## config.mk

```make
export PLATFORM = sky130hd
export DESIGN_NAME = cdb_arbiter
export DESIGN_NICKNAME = d
export VERILOG_FILES = /design/src/rtl/cdb_arbiter_pkg.sv /design/src/rtl/cdb_arbiter_picker.sv /design/src/rtl/cdb_arbiter.sv
export SDC_FILE = /design/constraint.sdc
export NUM_CORES = 1
export LEC_CHECK = 0
export BUFFER_PORTS_ARGS = -buffer_cell sky130_fd_sc_hd__buf_4
export CORE_AREA = 2 2 304 306
export CTS_BUF_LIST = sky130_fd_sc_hd__clkbuf_16
export CTS_CLUSTER_SIZE = 28
export DETAILED_ROUTE_END_ITERATION = 7
export DIE_AREA = 0 0 306 308
export RECOVER_POWER = 50
export SYNTH_ARGS = -nofsm -noshare
export SYNTH_HDL_FRONTEND = slang
export SYNTH_SLANG_ARGS = --single-unit
```

## constraint.sdc

```tcl
create_clock -name clk -period 7.2 [get_ports clk]
set_input_delay 0.72 -clock clk [delete_from_list [all_inputs] [get_ports clk]]
set_output_delay 0.72 -clock clk [all_outputs]
set_load 0.05 [all_outputs]
```

## src/rtl/cdb_arbiter_pkg.sv

```systemverilog
// Shared CDB types and requester indices, used by the arbiter and the stall sniffer.
package cdb_arbiter_pkg;

    localparam int PREG_W = 6;
    localparam int ROB_W  = 5;

    localparam int CDB_N_REQ        = 7;
    localparam int CDB_STARVE_LIMIT = 8;
    localparam int CDB_CNT_W        = 16;

    localparam int CDB_SRC_ALU0 = 0;
    localparam int CDB_SRC_ALU1 = 1;
    localparam int CDB_SRC_BR   = 2;
    localparam int CDB_SRC_MULT = 3;
    localparam int CDB_SRC_DIV  = 4;
    localparam int CDB_SRC_LD   = 5;
    localparam int CDB_SRC_SQ   = 6;

    typedef struct packed {
        logic [PREG_W-1:0] pd;
        logic [ROB_W-1:0]  rob_idx;
        logic [4:0]        rd;
        logic [31:0]       data;
        logic              br_mispred;
        logic [31:0]       br_target;
    } cdb_pkt_t;

endpackage

```

## src/rtl/cdb_arbiter_picker.sv

```systemverilog
// Combinational circular first-one finder: first set bit of mask at or after ptr.
module rr_priority_picker #(
    parameter int N  = 7,
    parameter int IW = $clog2(N)
) (
    input  logic [N-1:0]  mask,
    input  logic [IW-1:0] ptr,
    output logic [N-1:0]  onehot,
    output logic [IW-1:0] idx,
    output logic          found
);

    int j;

    always_comb begin
        onehot = '0;
        idx    = '0;
        found  = 1'b0;
        j      = 0;
        for (int k = 0; k < N; k++) begin
            j = int'(ptr) + k;
            if (j >= N) j = j - N;
            if (!found && mask[j]) begin
                found     = 1'b1;
                onehot[j] = 1'b1;
                idx       = IW'(j);
            end
        end
    end

endmodule

```

## src/rtl/cdb_arbiter.sv

```systemverilog
// CDB arbiter: round-robin over FU output queues with full/starved queues promoted to urgent.
module cdb_arbiter
    import cdb_arbiter_pkg::*;
#(
    parameter int N_REQ        = CDB_N_REQ,
    parameter int STARVE_LIMIT = CDB_STARVE_LIMIT,
    parameter int CNT_W        = CDB_CNT_W,
    localparam int SRC_W       = $clog2(N_REQ)
) (
    input  logic                        clk,
    input  logic                        rst,
    input  logic                        flush,
    input  logic [N_REQ-1:0]            req_valid,
    input  logic [N_REQ-1:0]            req_full,
    input  cdb_pkt_t [N_REQ-1:0]        req_pkt,
    output logic [N_REQ-1:0]            req_grant,
    output logic                        cdb_valid,
    output cdb_pkt_t                    cdb_pkt,
    output logic [SRC_W-1:0]            cdb_src,
    output logic [N_REQ-1:0][CNT_W-1:0] grant_cnt,
    output logic                        starve_evt
);

    localparam int AGE_W = $clog2(STARVE_LIMIT + 1);
    localparam logic [AGE_W-1:0] AGE_MAX = AGE_W'(STARVE_LIMIT);

    // A requester offers its head while req_valid is high; req_grant high in the
    // same cycle means the head is consumed at the next clk edge. The CDB side
    // has no ready: a grant always lands on the bus one cycle later.

    logic [SRC_W-1:0] rr_ptr;
    logic [AGE_W-1:0] age [N_REQ];
    logic [N_REQ-1:0] urgent;

    logic [N_REQ-1:0] urg_oh, val_oh;
    logic [SRC_W-1:0] urg_idx, val_idx, win_idx;
    logic             urg_found, val_found, grant_any;

    always_comb begin
        for (int i = 0; i < N_REQ; i++) begin
            urgent[i] = req_valid[i] & (req_full[i] | (age[i] >= AGE_MAX));
        end
    end

    rr_priority_picker #(.N(N_REQ), .IW(SRC_W)) u_urgent_pick (
        .mask   (urgent),
        .ptr    (rr_ptr),
        .onehot (urg_oh),
        .idx    (urg_idx),
        .found  (urg_found)
    );

    rr_priority_picker #(.N(N_REQ), .IW(SRC_W)) u_valid_pick (
        .mask   (req_valid),
        .ptr    (rr_ptr),
        .onehot (val_oh),
        .idx    (val_idx),
        .found  (val_found)
    );

    // Grants are gated by rst so nothing pops while the arbiter is held in reset.
    always_comb begin
        req_grant  = '0;
        win_idx    = '0;
        grant_any  = 1'b0;
        starve_evt = 1'b0;
        if (rst && !flush) begin
            if (urg_found) begin
                req_grant = urg_oh;
                win_idx   = urg_idx;
                grant_any = 1'b1;
            end else if (val_found) begin
                req_grant = val_oh;
                win_idx   = val_idx;
                grant_any = 1'b1;
            end
        end
        if (grant_any) begin
            starve_evt = (age[win_idx] >= AGE_MAX) && !req_full[win_idx];
        end
    end

    always_ff @(posedge clk or negedge rst) begin
        if (!rst) begin
            rr_ptr <= '0;
        end else if (grant_any) begin
            rr_ptr <= (win_idx == SRC_W'(N_REQ - 1)) ? '0 : win_idx + SRC_W'(1);
        end
    end

    always_ff @(posedge clk or negedge rst) begin
        if (!rst) begin
            for (int i = 0; i < N_REQ; i++) age[i] <= '0;
        end else begin
            for (int i = 0; i < N_REQ; i++) begin
                if (flush || req_grant[i] || !req_valid[i]) begin
                    age[i] <= '0;
                end else if (age[i] < AGE_MAX) begin
                    age[i] <= age[i] + AGE_W'(1);
                end
            end
        end
    end

    always_ff @(posedge clk or negedge rst) begin
        if (!rst) begin
            cdb_valid <= 1'b0;
            cdb_pkt   <= '0;
            cdb_src   <= '0;
        end else begin
            cdb_valid <= grant_any;
            if (grant_any) begin
                cdb_pkt <= req_pkt[win_idx];
                cdb_src <= win_idx;
            end
        end
    end

    // Perf counters survive flush; only reset clears them.
    always_ff @(posedge clk or negedge rst) begin
        if (!rst) begin
            grant_cnt <= '0;
        end else begin
            for (int i = 0; i < N_REQ; i++) begin
                if (req_grant[i] && (grant_cnt[i] != '1)) begin
                    grant_cnt[i] <= grant_cnt[i] + CNT_W'(1);
                end
            end
        end
    end

endmodule

```

# == After elaboration in Yosys (flattened, before gate mapping) ==
# Cells that the tools add are included.
# word_totals
ramBits,0
latch_bits,0
input_bits,584
mem_bits_ro,0
elab_cells,331
n_memories,0
register_bits,228
output_inout_bits,205
# op_classes
n_mul,0
n_bitwise,27
n_lt_le_gt_ge,38
muxes,137
n_addsub,28
div_mod_pow,0
shift,0
eq_ne,8
reduce_logical,70
# op_table
op,n
81-bit binary-select mux with 3-bit select,1
"32-bit by 1-bit greater-or-equal comparator with 1-bit output, second input constant",7
"32-bit by 5-bit < comparator with 1-bit output, second input constant",7
32-bit 2-to-1 mux,7
"32-bit by 4-bit greater-or-equal comparator with 1-bit output, second input constant",6
"32-bit by 4-bit subtractor with 32-bit output, second input constant",6
7-bit 2-to-1 mux,17
"16-bit by 1-bit adder with 16-bit output, second input constant",7
"16-bit inequality test, second input constant",7
7-bit OR,12
81-bit 2-to-1 mux,1
4-bit 2-to-1 mux,16
1-bit 2-to-1 mux,54
3-bit 2-to-1 mux,18
1-bit binary-select mux with 3-bit select,15
"4-bit greater-or-equal comparator, second input constant",9
"4-bit by 1-bit adder with 4-bit output, second input constant",7
1-bit logical AND,28
"4-bit < comparator, second input constant",7
1-bit demux with 3-bit select,7
1-bit zero test,21
1-bit logical OR,14
2-bit nonzero test,7
"3-bit by 3-bit adder with 4-bit output, second input constant",3
11 further kinds,24

# == Logic depth before layout (Yosys ltp) ==
# Gate-level depths: netlist of the first run.
# depth
word_depth,34
mapped_depth,26
depth_no_buf,17

# == Cells and area by module ==
# Synthesis of the first run repeated with hierarchy kept, for this count alone.
# unflattened
hier_cells,2455
hier_area_um2,19449.9
# by_module_without_submodules
mod,area_per_inst_um2,seq_area_each_um2,instances,cells_each
cdb_arbiter,14132.3,5705.5,1,1657
rr_priority_picker (u_urgent_pick),2678.8,0.0,1,400
rr_priority_picker (u_valid_pick),2638.8,0.0,1,398

# == Worst setup path after synthesis of the first run ==
# Ideal clock, no wire load.
# synth_path
path_kind,reg2out
start,register rr_ptr[1]
end,output port starve_evt
required_time_ns,6.480
path_stages_with_launch,22
n_path_buf,6
arrival_ns,4.931
setup_slack_ns,1.549
path_cell_list,dfrtp_1 -> clkbuf_1 -> buf_2 -> inv_1 -> ha_1 -> inv_1 -> fa_1 -> buf_2 -> buf_6 -> mux2_2 -> nor4_1 -> a31o_1 -> a211oi_1 -> or4_4 -> nor2_1 -> a31oi_1 -> o221a_1 -> buf_2 -> buf_2 -> or3b_1 -> a31oi_1 -> a32o_1
# synth_between
elab_chain_len,34
word_cells_on_any_way,137
cone_classes,13 x add/sub; 8 x order compare; 89 x mux; 1 x bitwise; 26 x reduce/logical
# synth_rtl
item,line_no,rtl
start: declaration,cdb_arbiter.sv:31,logic [SRC_W-1:0] rr_ptr;
start signal: assignment,cdb_arbiter.sv:87,rr_ptr <= (win_idx == SRC_W'(N_REQ - 1)) ? '0 : win_idx + SRC_W'(1);
branches (longest 33 deep; another with 32-bit by 4-bit subtractor with 32-bit output),n/a,
1-bit 2-to-1 mux *,cdb_arbiter.sv:78,if (grant_any) begin
end: declaration,cdb_arbiter.sv:21,output logic starve_evt
# Every way passes the cells marked *. The select of a mux whose other input is x is not followed.

# == Final worst setup path of the first run ==
# layout_path
start,register rr_ptr[0]
end,output port req_grant[4]
# layout_between
elab_chain_len,27
word_cells_on_any_way,171
cone_classes,13 x add/sub; 21 x order compare; 94 x mux; 12 x bitwise; 31 x reduce/logical
# layout_rtl
item,line_no,rtl
branches (longest 25 deep; another with 32-bit by 4-bit subtractor with 32-bit output),n/a,
7-bit 2-to-1 mux *,cdb_arbiter.sv:68,if (urg_found) begin
7-bit 2-to-1 mux *,cdb_arbiter.sv:67,if (rst && !flush) begin
end: declaration,cdb_arbiter.sv:16,"output logic [N_REQ-1:0] req_grant,"
# Marked as above.

==> results.md, run 1 <==
- Status: complete, but fails checks
- Violated checks: DRC, capacitance limit, slew limit
- Starting DRT DRC Count: 2619
- Critical path arrival: approximately 6.0 ns
- Min Clock Period, post-route: ~6.8 ns
- CTS sink count: roughly 230
- Max FO, Critical Path: 19
- Internal power: approximately 0.0064 W
- Synth top area share: a little under a third
- DRC: 1
- Fin. Hold Viols: 0
- Synth Area in Simple Gates: between 20% and 30%
- Cells after synthesis: about 2200
- Switching part of the total: around 60%
- GRT Overall Usage: ~22%
- Clock root cell: clkbuf_16
- Worst hold path type: in -> async
- Critical path, cell by cell: inv_2 -> ha_1 -> buf_4 -> mux2i_1 -> a211oi_1 -> a311oi_1 -> nand2_1 -> or4_1 -> mux2_2 -> o221ai_1 -> nor4_1 -> buf_4 -> nor3_2 -> buf_4
- CTS buffer count: 30
- Post-CTS Hold Fix Bufs: 0
- CP Class: reg -> out
- WL final: roughly 110 mm
- P_leak: 11.6 nW
- Sequential power share: 12.7%
- Die Wd: just over 300 um
- Worst Skew: around 0.069 ns
- Post-Synth Adder-Cell Area: 2.70%
- Post-synth cell types: about 110
- H-tree levels: 1
- Crit-path most repeated cell: buf_4
- Synth area leader: dfrtp_1
- Clock Tree Buf Depth: 3
- DR pass1 iterations: 8
- Crit. End Element: output port
- Synth top area cells: dfrtp_1 30%, nand2_1 6.9%, mux2_2 5.6%
- MaxCap Viol Count: 2
- Sw power: 0.00894 W
- Post-CTS Setup Bufs: 0
- Final Util: 29.2%
- Sequential fraction of the synthesis area: 30.3%
- Crit path launch type: register
- Worst-Skew Late Latency: 0.65 ns
- CP startpoint: rr_ptr[0]$_DFFE_PN0P_
- PwrDens: approximately 580 nW/um^2
- Worst-path clk slew: 0.07 ns
- Post-synth EDFFs: 0
- Via count: approximately 22000
- Remaining antenna violation count: 0
- Top cells by count, synth: 344 x nand2_1, 228 x dfrtp_1, 109 x o21ai_0
- Async set or reset register ratio after synthesis: 100%
- Total Negative Setup Slacks: 0 ns
- Complex-gate fraction of the synthesized area: 19.3%
- Worst VDD drop: roughly 0.32 mV
- Syn Area/Cell: about 8.6 um^2
- Initial Util: around 21%
- Die Y: approximately 300 um
- Final Max Slew Viols: approximately 110
- Gate power share: slightly below 80%
- Achievable frequency: ~150 MHz
- Vias in the first global route: a little over 20000
- Die area: roughly 94000 um^2
- Yosys warning count: 0
- WP data required: ~6.5 ns
- Core ar.: about 91000 um^2
- Ys flop type: dfrtp_1
- First-pass GRT wire length: between 150 and 200 mm
- Clock power frac: approximately a tenth
- Final setup viols: 0
- IO buf count: between 700 and 800
- Vias/cell: around 5.2
- Gpl congestion: 0.999
- Post-synthesis xor/xnor area fraction: a little over 6%
- Count leader, synth: nand2_1
- Period utilization: a little over nine tenths
- Largest net degree at the start of global routing: roughly 80
- Largest family of logic cells by synthesized area: simple AND/OR/NAND/NOR gates
- Dpl hpwl: between 80 and 90 mm
- CP top delay family: simple AND/OR/NAND/NOR gates
- Worst R2R Start: rr_ptr[2]$_DFFE_PN0P_
- RSZ-0062 raised after global routing: false
- Layout cell share with drive strength beyond 1: 31.4%
- Initial antenna violation count: between 40 and 50
- Measured slew at the worst slew-check pin: 3.90 ns
- Slowest stage delay, CP: roughly 0.56 ns
- Area Growth Syn to Fin: 41.1%
- Mapped Area: about 19000 um^2
- WP buf/inv: 4
- Syn_nets: 2815
- GRT overflow: 0
- Final nets: 3543
- Site row count: around 110
- #FFs+latches synth: approximately 230
- Num ports: slightly below 800
- Slew Limit Headroom: -160%
- CTS tree: yes
- Multiplexer share of the synthesized area: about an eighth
- Fin Hold WS: between 0.009 and 0.01 ns
- Critical path's slowest cell: mux2i_1
- Avg WL per Cell: approximately 27 um
power groups by stage:
| stage | Sequential [W] | Clock [W] | Combinational (W) |
|---|---|---|---|
| floorplan | 0.00291 | 0 | 0.00674 |
| global placement | 0.00195 | 0 | 0.0119 |
| detailed placement | 0.00195 | 0 | 0.0118 |
| CTS | 0.00194 | 0.00159 | 0.0118 |
| global route | 0.00197 | 0.00163 | 0.0125 |
| finish | 0.00194 | 0.00154 | 0.0119 |
worst reg2reg max path, cell delays in order, from the launching register on:
cell	delay, ns
dfrtp_2	0.63
clkinv_1	0.40
fa_1	0.76
mux2i_1	0.61
o21ai_0	0.20
a21oi_1	0.23
a211oi_1	0.14
nor4_2	0.34
buf_4	0.24
o2111ai_1	0.16
o211ai_1	0.35
and3_4	0.49
buf_4	0.45
mux2_2	0.39
a222oi_1	0.46
nand2_1	0.10
layout make-up:
| type | count | area [um^2] |
|---|---|---|
| Fill cell | 9926 | 64400 |
| Tap cell | 1186 | 1480 |
| Inverter | 34 | 128 |
| Multi-Input combinational cell | 1759 | 12200 |
| Timing Repair Buffer | 866 | 6010 |
| Sequential cell | 228 | 5710 |
| Clock inverter | 26 | 234 |
| Clock buffer | 30 | 751 |
| Antenna cell | 16 | 40.0 |
timing repair:
action	CTS	global route
resized for setup	0	2
endpoints found under the setup margin	0	5
hold endpoints to repair	0	0
sequential cells by signal, summed over array words and instances (netlist names):
signal     count
cdb_pkt       81
cdb_src        3
grant_cnt    112
age           28
rr_ptr         3
cdb_valid      1
cells by family after synthesis:
logic type                 Yosys count
and+or+nand+nor                    864
AOI/OAI and AO/OA                  510
DFF                                228
muxes                              218
buffers and inverters              204
xor gates and xnor gates           127
adders and majority gates           40
worst paths after layout:
| kind | to | slack (ns) | depth (start not counted) |
|---|---|---|---|
| max in group asynchronous | rr_ptr[2]$_DFFE_PN0P_ | 2.90 | 2 |
| worst max register to register | cdb_pkt[45]$_DFFE_PN0P_ | 1.14 | 15 |
| worst max-delay path | req_grant[4] | 0.45 | 14 |
| min in group clk | cdb_pkt[78]$_DFFE_PN0P_ | 0.31 | 3 |
| worst min-delay path | grant_cnt[48]$_DFFE_PN0P_ | 0.01 | 1 |
| worst min register to register | grant_cnt[74]$_DFFE_PN0P_ | 0.48 | 1 |
per-stage QoR:
step	instance area [um^2]	setup WS, ns	cells	power (W)
after global placement	26200	1.03	4073	0.0139
after CTS	27100	0.154	4129	0.0154
after global routing	26500	0.248	4142	0.0161
after detailed placement	26200	0.902	4073	0.0138
final	26600	0.446	4145	0.0153
after floorplan	18800	1.55	2191	0.00965
metal layers:
| metal | GRT usage, % | vias up | wire length (um) |
|---|---|---|---|
| met2 | 33.1 | 1285 | 47800 |
| met4 | 11.3 | 42 | 5930 |
| met3 | 7.57 | 238 | 12000 |
| li1 | - | 9619 | - |
| met5 | 0 | - | 276 |
| met1 | 28.1 | 10511 | 44400 |
layout by cell type, fill, tap and decap left out, types with 10 or more instances in the layout:
master | netlist | routed
buf_4 | 11 | 688
nor2b_1 | 19 | 19
clkbuf_1 | 79 | 167
o211ai_1 | 12 | 12
nand4_1 | 52 | 52
xor2_1 | 36 | 36
nand2b_1 | 27 | 27
a31oi_1 | 61 | 61
mux2_2 | 94 | 94
or3_1 | 51 | 50
mux2_1 | 34 | 34
mux2_4 | 24 | 24
diode_2 | 0 | 16
inv_1 | 31 | 36
nor4_1 | 30 | 30
nand3_1 | 68 | 67
o21ai_0 | 109 | 109
a222oi_1 | 45 | 45
and2_1 | 31 | 30
o21a_1 | 14 | 14
clkbuf_16 | 0 | 30
xnor2_1 | 87 | 87
nand2_1 | 344 | 344
a211oi_1 | 18 | 18
ha_1 | 39 | 39
buf_12 | 0 | 10
nor3_1 | 46 | 46
and3_1 | 54 | 53
dfrtp_1 | 228 | 226
mux2i_1 | 65 | 65
nor2_1 | 83 | 83
a22oi_1 | 51 | 51
a21oi_1 | 74 | 74
(Power assumes the default switching activity.)
==> run 2: changes to the inputs <==
--- a/config.mk
+++ b/config.mk
@@ -11,6 +11,7 @@
 export CTS_CLUSTER_SIZE = 28
 export DETAILED_ROUTE_END_ITERATION = 7
 export DIE_AREA = 0 0 306 308
+export PLACE_DENSITY = 0.38
 export RECOVER_POWER = 50
 export SYNTH_ARGS = -nofsm -noshare
 export SYNTH_HDL_FRONTEND = slang
==> results.md, run 2 (synthesis results as in run 1) <==
- Worst VDD drop: 0.300 mV
- Gpl congestion: between 0.9 and 1
- Fin. Hold Viols: 0
- Initial Util: roughly 21%
- Reg-to-reg slack, setup: about 1.1 ns
- Num ports: 789
- Most common cell after layout, fill and taps aside: buf_4
- Final nets: 3555
- Clock root cell: clkbuf_16
- Vias/cell: between 5 and 6
- GRT overflow: 0
- Multi-input logic area: 12200 um^2
- WL final: 124 mm
- Worst hold path type: in -> reg
- P_leak: roughly 12 nW
- Area Growth Syn to Fin: 41.2%
- PwrDens: 594 nW/um^2
- First-pass GRT wire length: between 150 and 200 mm
- Worst-Skew Late Latency: 0.57 ns
- Slew Limit Headroom: -80.9%
- Cells on worst reg2reg path: 18
- Total Negative Setup Slacks: 0 ns
- Period utilization: 94.1%
- RSZ-0062 raised after global routing: false
- Post-CTS Setup Bufs: 0
- WP data required: between 6 and 7 ns
- CTS tree: yes
- Critical path, cell by cell: inv_1 -> ha_1 -> inv_1 -> fa_1 -> or2_2 -> nand2_1 -> o41ai_1 -> a211oi_1 -> nor4_2 -> buf_4 -> and4_1 -> o31ai_1 -> o221a_4 -> or3b_1 -> a31oi_1 -> a32o_1 -> buf_4
- Achievable frequency: 148 MHz
- Crit. End Element: output port
- Most frequent cells in the layout: 660 x buf_4, 344 x nand2_1, 227 x dfrtp_1
- Dpl hpwl: 101 mm
- Critical path's slowest cell: fa_1
- Starting DRT DRC Count: about 1800
- DRC: 0
- Die Wd: between 300 and 400 um
- Slowest stage delay, CP: approximately 1.0 ns
- Critical path arrival: 6.06 ns
- Max FO, Critical Path: 21
- MaxCap Viol Count: 3
- Regs by FF count: grant_cnt (112), cdb_pkt (81), age (28)
- Largest net degree at the start of global routing: 77
- Avg WL per Cell: between 20 and 30 um
- Min Clock Period, post-route: between 6 and 7 ns
- Biggest register: grant_cnt
- Site row count: ~110
- CTS sink count: around 230
- Die area: 94200 um^2
- Layout cell share with drive strength beyond 1: between 30 and 40%
- Initial antenna violation count: 34
- Number of flip-flops in the largest register: ~110
- # fillers: between 9000 and 10000
- Placed insts: just over 4000
- GRT Overall Usage: between 20% and 30%
- Fin Hold WS: 0.384 ns
- Final Non-Filler Cells: slightly above 4000
- Measured slew at the worst slew-check pin: between 2 and 3 ns
- Final Max Slew Viols: 144
- Hold Crit Depth: 3
- CTS buffer count: 35
- Clock Tree Buf Depth: 3
- Post-CTS Resized: 0
- IO buf count: around 790
- Status: complete, but fails checks
- Remaining antenna violation count: 0
- Worst Skew: around 0.032 ns
- Core ar.: a little over 90000 um^2
- Final setup viols: 0
- Violated checks: capacitance limit, slew limit
- Worst-path clk slew: approximately 0.06 ns
- H-tree levels: 2
- Die Y: between 300 and 400 um
- Vias in the first global route: about 22000
- DR pass1 iterations: 6
- Register area: 5710 um^2
- Crit path launch type: register
- Via count: roughly 21000
- CP Class: reg -> out
## run 2: metrics by stage
step	total power [W]	worst slack, ns	utilization, %	cell area (um^2)
final	0.0158	0.422	29.2	26600
after global placement	0.0143	0.996	28.8	26200
after global routing	0.0167	0.000862	29.2	26600
after CTS	0.0161	0.452	30.0	27300
after floorplan	0.00965	1.55	-	18800
after detailed placement	0.0143	1.10	28.8	26200
## run 2: where the power goes
part	internal (W)	switching (W)
clock network	0.000959	0.000723
registers	0.00165	0.000265
logic	0.00389	0.00830
total	0.00650	0.00928
## run 2: what timing repair did
action	CTS	global route
endpoints found under the setup margin	0	0
hold buffers	1	0
endpoints found under the hold margin	1	0
## run 2: worst max-delay path: cells and delay by family, from the launching register on
| kind | cells | cell delay [ns] |
|---|---|---|
| AO/OA/AOI/OAI | 6 | 1.48 |
| AND/OR/NAND/NOR | 5 | 1.47 |
| buffers and inverters | 4 | 0.85 |
| adder cells (fa/ha/maj) | 2 | 1.31 |
| flip-flops | 1 | 0.37 |
## run 2: worst paths after layout
| kind | start | to |
|---|---|---|
| setup / recovery | rr_ptr[1]$_DFFE_PN0P_ | starve_evt |
| hold / removal | req_pkt[552] | cdb_pkt[66]$_DFFE_PN0P_ |
| setup reg to reg | rr_ptr[1]$_DFFE_PN0P_ | age[11]$_DFFE_PN0P_ |
| hold reg to reg | cdb_src[1]$_DFFE_PN0P_ | cdb_src[1]$_DFFE_PN0P_ |
| max in group asynchronous | rst | grant_cnt[73]$_DFFE_PN0P_ |
| min in group asynchronous | rst | rr_ptr[0]$_DFFE_PN0P_ |
## run 2: final cells by class
cell class	count	area share, %
Inverter	34	0.480
Tap cell	1186	5.58
Clock buffer	35	3.30
Clock inverter	27	0.777
Sequential cell	228	21.5
Antenna cell	9	0.0847
Timing Repair Buffer	873	22.4
Multi-Input combinational cell	1759	45.9
## run 2: metal layers
metal | vias to the layer above | wire length [um] | global-route usage (%)
met5 | - | 230 | 0
met4 | 38 | 3360 | 6.98
met3 | 183 | 10400 | 6.91
met2 | 951 | 58900 | 42.2
met1 | 10675 | 50600 | 31.4
li1 | 9625 | - | -
